### config.mk
export PLATFORM = sky130hd
export DESIGN_NAME = uart_tx_fifo
export DESIGN_NICKNAME = d
export VERILOG_FILES = /design/src/rtl/uart_tx_fifo_pkg.sv /design/src/rtl/uart_tx_fifo_sync_fifo.sv /design/src/rtl/uart_tx_fifo.sv
export SDC_FILE = /design/constraint.sdc
export NUM_CORES = 1
export LEC_CHECK = 0
export ABC_AREA = 1
export CAP_MARGIN = 20
export CORE_MARGIN = 5
export CORE_UTILIZATION = 55
export DETAILED_ROUTE_END_ITERATION = 7
export PLACE_DENSITY = 0.86
export SLEW_MARGIN = 40
export SYNTH_ARGS = -nofsm -noshare
export SYNTH_HDL_FRONTEND = slang
export SYNTH_SLANG_ARGS = --single-unit
### constraint.sdc
create_clock -name i_clk -period 2.6 [get_ports i_clk]
set_clock_uncertainty 0.1 [all_clocks]
set_input_delay 0.65 -clock i_clk [delete_from_list [all_inputs] [get_ports i_clk]]
set_output_delay 0.65 -clock i_clk [all_outputs]
set_load 0.005 [all_outputs]
### src/rtl/uart_tx_fifo_pkg.sv
// Shared types and helpers for the buffered UART transmit front-end.
package uart_tx_fifo_pkg;

    typedef enum logic [1:0] {
        StIdle     = 2'd0,
        StLaunch   = 2'd1,
        StWaitBusy = 2'd2,
        StWaitDone = 2'd3
    } tx_state_e;

    localparam int unsigned DataW = 8;

    // Occupancy needs one bit more than the pointers so that DEPTH itself fits.
    function automatic int unsigned count_width(input int unsigned addr_w);
        return addr_w + 1;
    endfunction

endpackage

### src/rtl/uart_tx_fifo_sync_fifo.sv
// Circular byte FIFO with registered full/empty flags and a sticky overflow flag.
module uart_tx_fifo_sync_fifo
    import uart_tx_fifo_pkg::*;
#(
    parameter int unsigned DEPTH  = 16,
    parameter int unsigned ADDR_W = 4
) (
    input  logic                             i_clk,
    input  logic                             i_rst_n,
    input  logic                             i_wr_en,
    input  logic [DataW-1:0]                 i_wr_data,
    input  logic                             i_pop,
    input  logic                             i_clr_flags,
    output logic [DataW-1:0]                 o_rd_data,
    output logic                             o_full,
    output logic                             o_empty,
    output logic [count_width(ADDR_W)-1:0]   o_count,
    output logic                             o_overflow
);

    localparam int unsigned CntW = count_width(ADDR_W);

    logic [DataW-1:0]  mem_q [DEPTH];
    logic [ADDR_W-1:0] wr_ptr_q, wr_ptr_d;
    logic [ADDR_W-1:0] rd_ptr_q, rd_ptr_d;
    logic [CntW-1:0]   count_q, count_d;
    logic              full_q, full_d;
    logic              empty_q, empty_d;
    logic              overflow_q, overflow_d;
    logic              wr_accept;

    // Acceptance is judged on the registered full flag, so a same-cycle pop cannot rescue a write.
    assign wr_accept = i_wr_en && !full_q;

    always_comb begin
        wr_ptr_d   = wr_ptr_q;
        rd_ptr_d   = rd_ptr_q;
        count_d    = count_q;
        overflow_d = overflow_q;

        if (wr_accept) begin
            wr_ptr_d = wr_ptr_q + ADDR_W'(1);
        end
        if (i_pop) begin
            rd_ptr_d = rd_ptr_q + ADDR_W'(1);
        end

        unique case ({wr_accept, i_pop})
            2'b10:   count_d = count_q + CntW'(1);
            2'b01:   count_d = count_q - CntW'(1);
            default: count_d = count_q;
        endcase

        if (i_wr_en && full_q) begin
            overflow_d = 1'b1;
        end else if (i_clr_flags) begin
            overflow_d = 1'b0;
        end

        full_d  = (count_d == CntW'(DEPTH));
        empty_d = (count_d == '0);
    end

    always_ff @(posedge i_clk or negedge i_rst_n) begin
        if (!i_rst_n) begin
            wr_ptr_q   <= '0;
            rd_ptr_q   <= '0;
            count_q    <= '0;
            full_q     <= 1'b0;
            empty_q    <= 1'b1;
            overflow_q <= 1'b0;
        end else begin
            wr_ptr_q   <= wr_ptr_d;
            rd_ptr_q   <= rd_ptr_d;
            count_q    <= count_d;
            full_q     <= full_d;
            empty_q    <= empty_d;
            overflow_q <= overflow_d;
        end
    end

    // Storage is not reset; pointers and count define which entries are valid.
    always_ff @(posedge i_clk) begin
        if (wr_accept) begin
            mem_q[wr_ptr_q] <= i_wr_data;
        end
    end

    assign o_rd_data  = mem_q[rd_ptr_q];
    assign o_full     = full_q;
    assign o_empty    = empty_q;
    assign o_count    = count_q;
    assign o_overflow = overflow_q;

endmodule

### src/rtl/uart_tx_fifo.sv
// Buffered transmit front-end: queues host bytes and hands them one at a time to the UART TX.
module uart_tx_fifo
    import uart_tx_fifo_pkg::*;
#(
    parameter int unsigned DEPTH        = 16,
    parameter int unsigned ADDR_W       = 4,
    parameter int unsigned BUSY_TIMEOUT = 8
) (
    input  logic                             i_clk,
    input  logic                             i_rst_n,
    input  logic [DataW-1:0]                 i_wr_data,
    input  logic                             i_wr_en,
    output logic                             o_full,
    output logic                             o_empty,
    output logic [count_width(ADDR_W)-1:0]   o_count,
    output logic                             o_overflow,
    input  logic                             i_clr_flags,
    output logic                             o_tx_err,
    output logic [DataW-1:0]                 o_tx_data,
    output logic                             o_tx_start,
    input  logic                             i_tx_busy
);

    localparam int unsigned TmrW = (BUSY_TIMEOUT > 1) ? $clog2(BUSY_TIMEOUT) : 1;
    localparam logic [TmrW-1:0] TmrLast = TmrW'(BUSY_TIMEOUT - 1);

    tx_state_e        state_q, state_d;
    logic [TmrW-1:0]  timer_q, timer_d;
    logic [DataW-1:0] tx_data_q, tx_data_d;
    logic             tx_start_q, tx_start_d;
    logic             tx_err_q, tx_err_d;
    logic             pop;
    logic             err_set;
    logic [DataW-1:0] head_data;
    logic             fifo_empty;

    uart_tx_fifo_sync_fifo #(
        .DEPTH  (DEPTH),
        .ADDR_W (ADDR_W)
    ) u_fifo (
        .i_clk       (i_clk),
        .i_rst_n     (i_rst_n),
        .i_wr_en     (i_wr_en),
        .i_wr_data   (i_wr_data),
        .i_pop       (pop),
        .i_clr_flags (i_clr_flags),
        .o_rd_data   (head_data),
        .o_full      (o_full),
        .o_empty     (fifo_empty),
        .o_count     (o_count),
        .o_overflow  (o_overflow)
    );

    always_comb begin
        state_d   = state_q;
        timer_d   = timer_q;
        tx_data_d = tx_data_q;
        pop       = 1'b0;
        err_set   = 1'b0;

        unique case (state_q)
            StIdle: begin
                if (!fifo_empty && !i_tx_busy) begin
                    pop       = 1'b1;
                    tx_data_d = head_data;
                    state_d   = StLaunch;
                end
            end
            StLaunch: begin
                timer_d = '0;
                state_d = StWaitBusy;
            end
            StWaitBusy: begin
                if (i_tx_busy) begin
                    state_d = StWaitDone;
                end else if (timer_q == TmrLast) begin
                    // The transmitter never acknowledged; the byte is abandoned.
                    err_set = 1'b1;
                    state_d = StIdle;
                end else begin
                    timer_d = timer_q + TmrW'(1);
                end
            end
            StWaitDone: begin
                if (!i_tx_busy) begin
                    state_d = StIdle;
                end
            end
            default: state_d = StIdle;
        endcase

        tx_start_d = (state_d == StLaunch);

        if (err_set) begin
            tx_err_d = 1'b1;
        end else if (i_clr_flags) begin
            tx_err_d = 1'b0;
        end else begin
            tx_err_d = tx_err_q;
        end
    end

    always_ff @(posedge i_clk or negedge i_rst_n) begin
        if (!i_rst_n) begin
            state_q    <= StIdle;
            timer_q    <= '0;
            tx_data_q  <= '0;
            tx_start_q <= 1'b0;
            tx_err_q   <= 1'b0;
        end else begin
            state_q    <= state_d;
            timer_q    <= timer_d;
            tx_data_q  <= tx_data_d;
            tx_start_q <= tx_start_d;
            tx_err_q   <= tx_err_d;
        end
    end

    assign o_empty    = fifo_empty;
    assign o_tx_err   = tx_err_q;
    assign o_tx_data  = tx_data_q;
    assign o_tx_start = tx_start_q;

endmodule
==> results.md <==
* Outcome: finished clean
* Synth async-reset ratio at 19.50%
* Sequential area share after synthesis at 70.50%
* Slew Limit Headroom at 50.48%
* Wirelength per Cell at 19.49 µm
* Max-slew violation total from the final report at 0
* Library cell occupying the most area in the post-synthesis netlist: sky130_fd_sc_hd__edfxtp_1
* Floorplan die height at 119.2 µm
* Count of TritonRoute iterations in the first routing pass at 5
* Final weighted congestion in routability-driven placement at 0.8972
* Worst min path class: flip-flop to flip-flop
* Cts bufs inserted at 17
* Hold WS at 0.4017 ns
* Remaining routing DRC violations at 0
* Most frequent cell on the critical path: sky130_fd_sc_hd__nand2_1
* Number of max-cap violations at 0
* Core ar. at 11560 µm²
* Number of vias in the routed layout at 4407
* Critical path start-end classification: input pin to flip-flop
* Post-synthesis register bit count at 159
* Hold-fix buffer count after cts at 0
* VDD IR-drop max at 0.5462 mV
* Maximum fanout along the worst path at 4
* Post-route clock period utilization at 86.83%
* Top cell type's share of synthesized area at 58.65%
* Initial Utilization at 56.67%
* Delay of the slowest cell on the worst path at 0.46 ns
* Achievable frequency at 442.9 MHz
* Endpoint arrival time on the critical path at 2.50 ns
* Post-route antenna net violation count at 0
* Via count of the first global-routing pass at 4445
* RSZ-0062 raised after global routing: no
* Cell row count at 39
* Crit-path cells: clkdlybuf4s50_1 -> nor2_4 -> nand3_2 -> nand2_1 -> nand2_1 -> ha_1 -> nand2_1 -> o21ai_0 -> or2_1 -> nor2_1 -> nand3_1 -> nor2_1
* CTS H-Tree Depth at 4
* Fill cells at 809
* Slew @ Worst Pin at 0.7405 ns
* Synthesis-to-layout area growth at 18.19%
* PortBufs at 30
* Capturing element type of the critical path: flip-flop
* Final Net Count at 619
* Final HPWL from detailed placement at 9.248 mm
* Largest cells by area after synthesis: sky130_fd_sc_hd__edfxtp_1, sky130_fd_sc_hd__dfrtp_1, sky130_fd_sc_hd__nand2_1
* Initial antenna violation count at 0
* Area of the die at 14200 µm²
* Clock tree from TritonCTS: built
* Fin Setup TNS at 0 ns
* Count of endpoints failing setup in the final report at 0
* Mapped Nets at 561
* Wire length of the first global-routing pass at 23.37 mm
* Post-synthesis cell type count at 29
* Avg Synthesized Cell Area at 12.18 µm²
* Count of yosys warnings during synthesis at 0
* Maximum buffer depth of the clock tree at 2
* Critical path data required time at 2.85 ns
* Clk pin slew, worst setup/hold paths at 0.06 ns
* Buffers inserted by post-CTS timing repair at 0
* Clk_lat worst skew at 0.42 ns
* Ratio of cells with drive above 1 in the final layout at 12.48%
* Sink Count at 159
* Most instantiated flip-flop cell in the synthesis netlist: sky130_fd_sc_hd__edfxtp_1
* Total congestion overflow after global routing at 0
* Static Leakage at 0.003038 µW
* Cell at the slowest stage of the critical path: sky130_fd_sc_hd__clkdlybuf4s50_1
* I/O pin count at 31
* Die X at 119.2 µm
* Pin count of the biggest net entering global routing at 74
* Final hold violation count at 0
* Cell area after technology mapping at 6554 µm²
* Global-route usage over all layers at 21.61%
* Number of vias per cell after detailed routing at 5.860
* Antenna diode instance count at 0
* Number of enable flip-flop cells after synthesis at 128
* Clk root buf: sky130_fd_sc_hd__clkbuf_16
* Min Clock Period, post-route at 2.258 ns
* DRT Wirelength at 14.66 mm
* Pwr Density at 1103 nW/µm²
* Synthesized instance count at 538
* Launching element type of the critical path: input pin
* Post-cts gate resize count at 0
* DR iter-0 viols at 408
worst max-delay path: cells and delay by family:
kind                     cells  cell delay, ns
AND/OR/NAND/NOR              9            1.02
AO/OA/AOI/OAI                1            0.10
buffers and inverters        1            0.46
adder cells (fa/ha/maj)      1            0.27
cell usage after synthesis (all sizes together) (2+ instances only):
| master | count |
|---|---|
| nor3 | 2 |
| buf | 17 |
| nand3 | 25 |
| or2 | 2 |
| nor2 | 40 |
| a22o | 2 |
| clkbuf | 4 |
| mux2i | 16 |
| o22ai | 9 |
| dfrtp | 30 |
| nand2 | 117 |
| ha | 10 |
| inv | 33 |
| a21oi | 36 |
| o211ai | 8 |
| o21ai | 46 |
| xor2 | 7 |
| nand4 | 3 |
| edfxtp | 128 |
flip-flops by register name, summed over array words and instances (netlist names):
| register | flops |
|---|---|
| state_q | 2 |
| o_tx_data | 8 |
| u_fifo.rd_ptr_q | 4 |
| u_fifo.wr_ptr_q | 4 |
| u_fifo.o_empty | 1 |
| u_fifo.mem_q | 128 |
| u_fifo.o_full | 1 |
| o_tx_err | 1 |
| o_tx_start | 1 |
| u_fifo.o_overflow | 1 |
| u_fifo.o_count | 5 |
| timer_q | 3 |
metal layers:
| metal | vias to the layer above | track usage [%] | part of all wire, % |
|---|---|---|---|
| li1 | 2018 | - | - |
| met1 | 2155 | 27.96 | 41 |
| met2 | 208 | 35.82 | 50 |
| met3 | 26 | 4.834 | 7.2 |
| met4 | 0 | 8.400 | 2.1 |
| met5 | - | 0 | 0 |
placed cells by master (no fill, tap or decap), drive strengths merged:
master	instances
a21oi	36
a22o	2
a31o	1
buf	30
clkbuf	19
clkdlybuf4s50	30
clkinv	8
clkinvlp	1
dfrtp	30
dfstp	1
edfxtp	128
ha	10
inv	37
mux2i	16
nand2	117
nand3	25
nand4	3
nor2	40
nor3	2
o211ai	8
o21ai	46
o22ai	9
or2	2
xnor2	1
xor2	7
power breakdown:
group	switching [µW]	leakage (µW)	internal, µW
Clock	1020	0.000285	1350
Combinational	1740	0.00121	1020
Sequential	251	0.00154	3170
Total	3010	0.00304	5540
stage by stage:
stage                     total power, µW  cell area [µm²]  utilization, %  std cells  setup WS, ns
final                                8546             7746           66.98        752        0.3423
after global routing                 9025             7746           66.98        752        0.1807
after CTS                            8543             7746           66.98        752        0.3428
after detailed placement             6159             7169           61.99        720      -0.05039
after global placement               5980             7169           61.99        720      -0.01788
after floorplan                      5137             6554               -        538        0.3507
kinds of logic (layout without fill, tap and decap cells):
family / count (synthesis) / in the layout / synth area share, %
simple gates: 189 / 189 / 12.18
buf+inv: 54 / 125 / 3.456
fa+ha+maj: 10 / 10 / 1.909
flops: 159 / 159 / 70.50
xor+xnor: 8 / 8 / 1.069
mux: 16 / 16 / 2.444
compound gates: 102 / 102 / 8.438
path summary, 6_finish.rpt:
path / from / endpoint / slack [ns] / cells past startpoint
setup / recovery: i_tx_busy / u_fifo.o_full$_DFF_PN0_ / 0.34 / 12
max in group asynchronous: i_rst_n / u_fifo.o_empty$_DFF_PN1_ / 1.53 / 2
hold / removal: o_tx_data[0]$_DFFE_PN0P_ / o_tx_data[0]$_DFFE_PN0P_ / 0.40 / 2
min in group asynchronous: i_rst_n / o_tx_start$_DFF_PN0_ / 0.53 / 2
setup reg to reg: state_q[0]$_DFF_PN0_ / u_fifo.o_full$_DFF_PN0_ / 0.57 / 11
hold reg to reg: o_tx_data[0]$_DFFE_PN0P_ / o_tx_data[0]$_DFFE_PN0P_ / 0.40 / 2
area by class of cell:
type	count	area, µm²	area share (%)
sequential	159	4622	59.67
multi-input combinational	325	1707	22.03
timing repair buffer	60	538.0	6.946
clock buffer	19	475.5	6.138
tap	143	178.9	2.310
inverter	33	123.9	1.599
clock inverter	13	101.3	1.308
(Power assumes the default switching activity.)
==> variant (same settings) <==
Register the output `o_overflow`, cleared by the reset; this adds one clock of latency there. The other outputs are not delayed to match.
--- a/src/rtl/uart_tx_fifo.sv
+++ b/src/rtl/uart_tx_fifo.sv
@@ -25,4 +25,6 @@
     localparam logic [TmrW-1:0] TmrLast = TmrW'(BUSY_TIMEOUT - 1);
 
+    logic o_overflow_d;
+
     tx_state_e        state_q, state_d;
     logic [TmrW-1:0]  timer_q, timer_d;
@@ -49,5 +51,5 @@
         .o_empty     (fifo_empty),
         .o_count     (o_count),
-        .o_overflow  (o_overflow)
+        .o_overflow  (o_overflow_d)
     );
 
@@ -122,3 +124,11 @@
     assign o_tx_start = tx_start_q;
 
+    always_ff @(posedge i_clk or negedge i_rst_n) begin
+        if (!i_rst_n) begin
+            o_overflow <= '0;
+        end else begin
+            o_overflow <= o_overflow_d;
+        end
+    end
+
 endmodule
Behaviour: same outputs for any inputs over 10 cycles, from zero or initial values and one cycle with i_rst_n low; that may be too few to reach the edited logic, so the function may still have changed.
==> variant against the unedited design <==
- wire length is 2.4% lower
- final area decreased by 0.11%
- synthesized area increased by 0.38%
- power down 0.94%
- synthesized cell count is 0.19% higher
- worst setup slack gained 0.011 ns
- sequential cell count grew 1
==> variant: results (changes against the unedited design) <==
[routing]
wl_per_cell_um = 18.9  ; -2.9%
routed-via-count = 4351  ; -1.3%
routed-wl-met2_mm = 7.35  ; +0.68%
wl_met3_um = 933  ; -11%
firstDrtPassIters = 4  ; -1
met1_length_mm = 5.77  ; -3.8%
routed_wirelength_mm = 14.3  ; -2.4%
first_iter_violations = 478  ; +17%

[setup_path]
slowest_stage = dfstp_2
slowest_delay_ns = 0.56  ; +0.10 ns
path_max_fanout = 2  ; -2
cp.required_ns = 1.85  ; -1.00 ns
crit_family = flip-flops

[sta]
worst_pin_slew_ns = 0.697  ; -0.0439 ns

[power]
switchingPower_uw = 2970  ; -1.3%
p_leak_uw = 0.00303  ; -0.37%
ir_drop_mv = 0.593  ; +8.6%

[yosys]
synth_async_sr_flop_share_pct = 20.0  ; +0.50 points
syn_nets = 562  ; +0.18%
postSynthAreaPerCell_sq_um = 12.2  ; +0.20%
synth_common_cells = edfxtp_1, nand2_1, nor2_1, o21ai_0, a21oi_1
ys_seq_area_share_pct = 70.6  ; +0.11 points
synth_flop_cell = edfxtp_1
yosys-top-cells-area = edfxtp_1, dfrtp_1, nand2_1, o21ai_0, a21oi_1
synth_cell_types = 29  ; unchanged

[clock_tree]
cts_buffers = 17  ; unchanged
cts_buffer_depth = 2  ; unchanged
clkLatencyLatePin_ns = 0.44  ; +0.02 ns

[grt]
met3_usage_pct = 4.94  ; +0.10 points
grt_usage_pct = 21.4  ; -0.18 points
grt.met2_usage_pct = 34.5  ; -1.3 points
grt_pass1_wl_mm = 23.0  ; -1.4%
met1_usage_pct = 27.9  ; -0.084 points
grt_pass1_vias = 4409  ; -0.81%

[final_layout]
fin_nets = 619  ; unchanged
drive_above_1_share_pct = 11.8  ; -0.66 points
fillers = 815  ; +0.74%
antenna_cells = 0  ; unchanged

[placed_design]
dp_worst_setup_slack_ns = -0.0804  ; -0.0301 ns
dpl.cell_count = 724  ; +0.56%
dp_hpwl_mm = 9.25  ; about the same
gp_congestion = 0.826  ; -7.9%

[outcome]
outcome = finished clean

[variant: worst paths after layout]
path | cells after the start | slack, ns | startpoint | end
min | 0 | 0.30 | u_fifo.o_overflow | o_overflow
max | 1 | 0.35 | u_fifo.o_empty | o_empty
max reg2reg | 11 | 0.60 | state_q[0] | u_fifo.o_full
max in group asynchronous | 2 | 1.56 | i_rst_n | u_fifo.o_empty
min in group asynchronous | 2 | 0.52 | i_rst_n | u_fifo.o_count[4]
min reg2reg | 0 | 0.30 | u_fifo.o_overflow | o_overflow
[variant: power groups by stage]
| stage | sequential (uW) | clock [uW] | combinational, uW |
|---|---|---|---|
| 3_5_place_dp | 3480 | 0 | 2680 |
| 3_3_place_gp | 3450 | 0 | 2560 |
| 5_1_grt | 3480 | 2430 | 3010 |
| 4_1_cts | 3440 | 2330 | 2700 |
| 6_report | 3440 | 2310 | 2720 |
| 2_1_floorplan | 3400 | 0 | 1750 |
[variant: kinds of logic after synthesis]
| group | synth area share (%) |
|---|---|
| simple gates | 12.1 |
| flops | 70.6 |
| compound gates | 8.41 |
| buf+inv | 3.44 |
| mux | 2.43 |
| fa+ha+maj | 1.90 |
| xor+xnor | 1.07 |
[variant: area by class of cell]
class	count	area share [%]
clock inverters	14	1.50
inverters	33	1.60
repair buffers	59	6.86
multi-input cells	325	22.1
flip-flops and latches	160	60.1
well taps	147	2.38
clock buffers	18	5.55
[variant: stage by stage]
step	area, sq um	total power [uW]	setup TNS (ns)
4_1_cts	7740	8470	0
6_report	7740	8470	0
3_3_place_gp	7190	6010	-0.0126
2_1_floorplan	6580	5160	0
5_1_grt	7740	8920	0
3_5_place_dp	7190	6160	-0.155
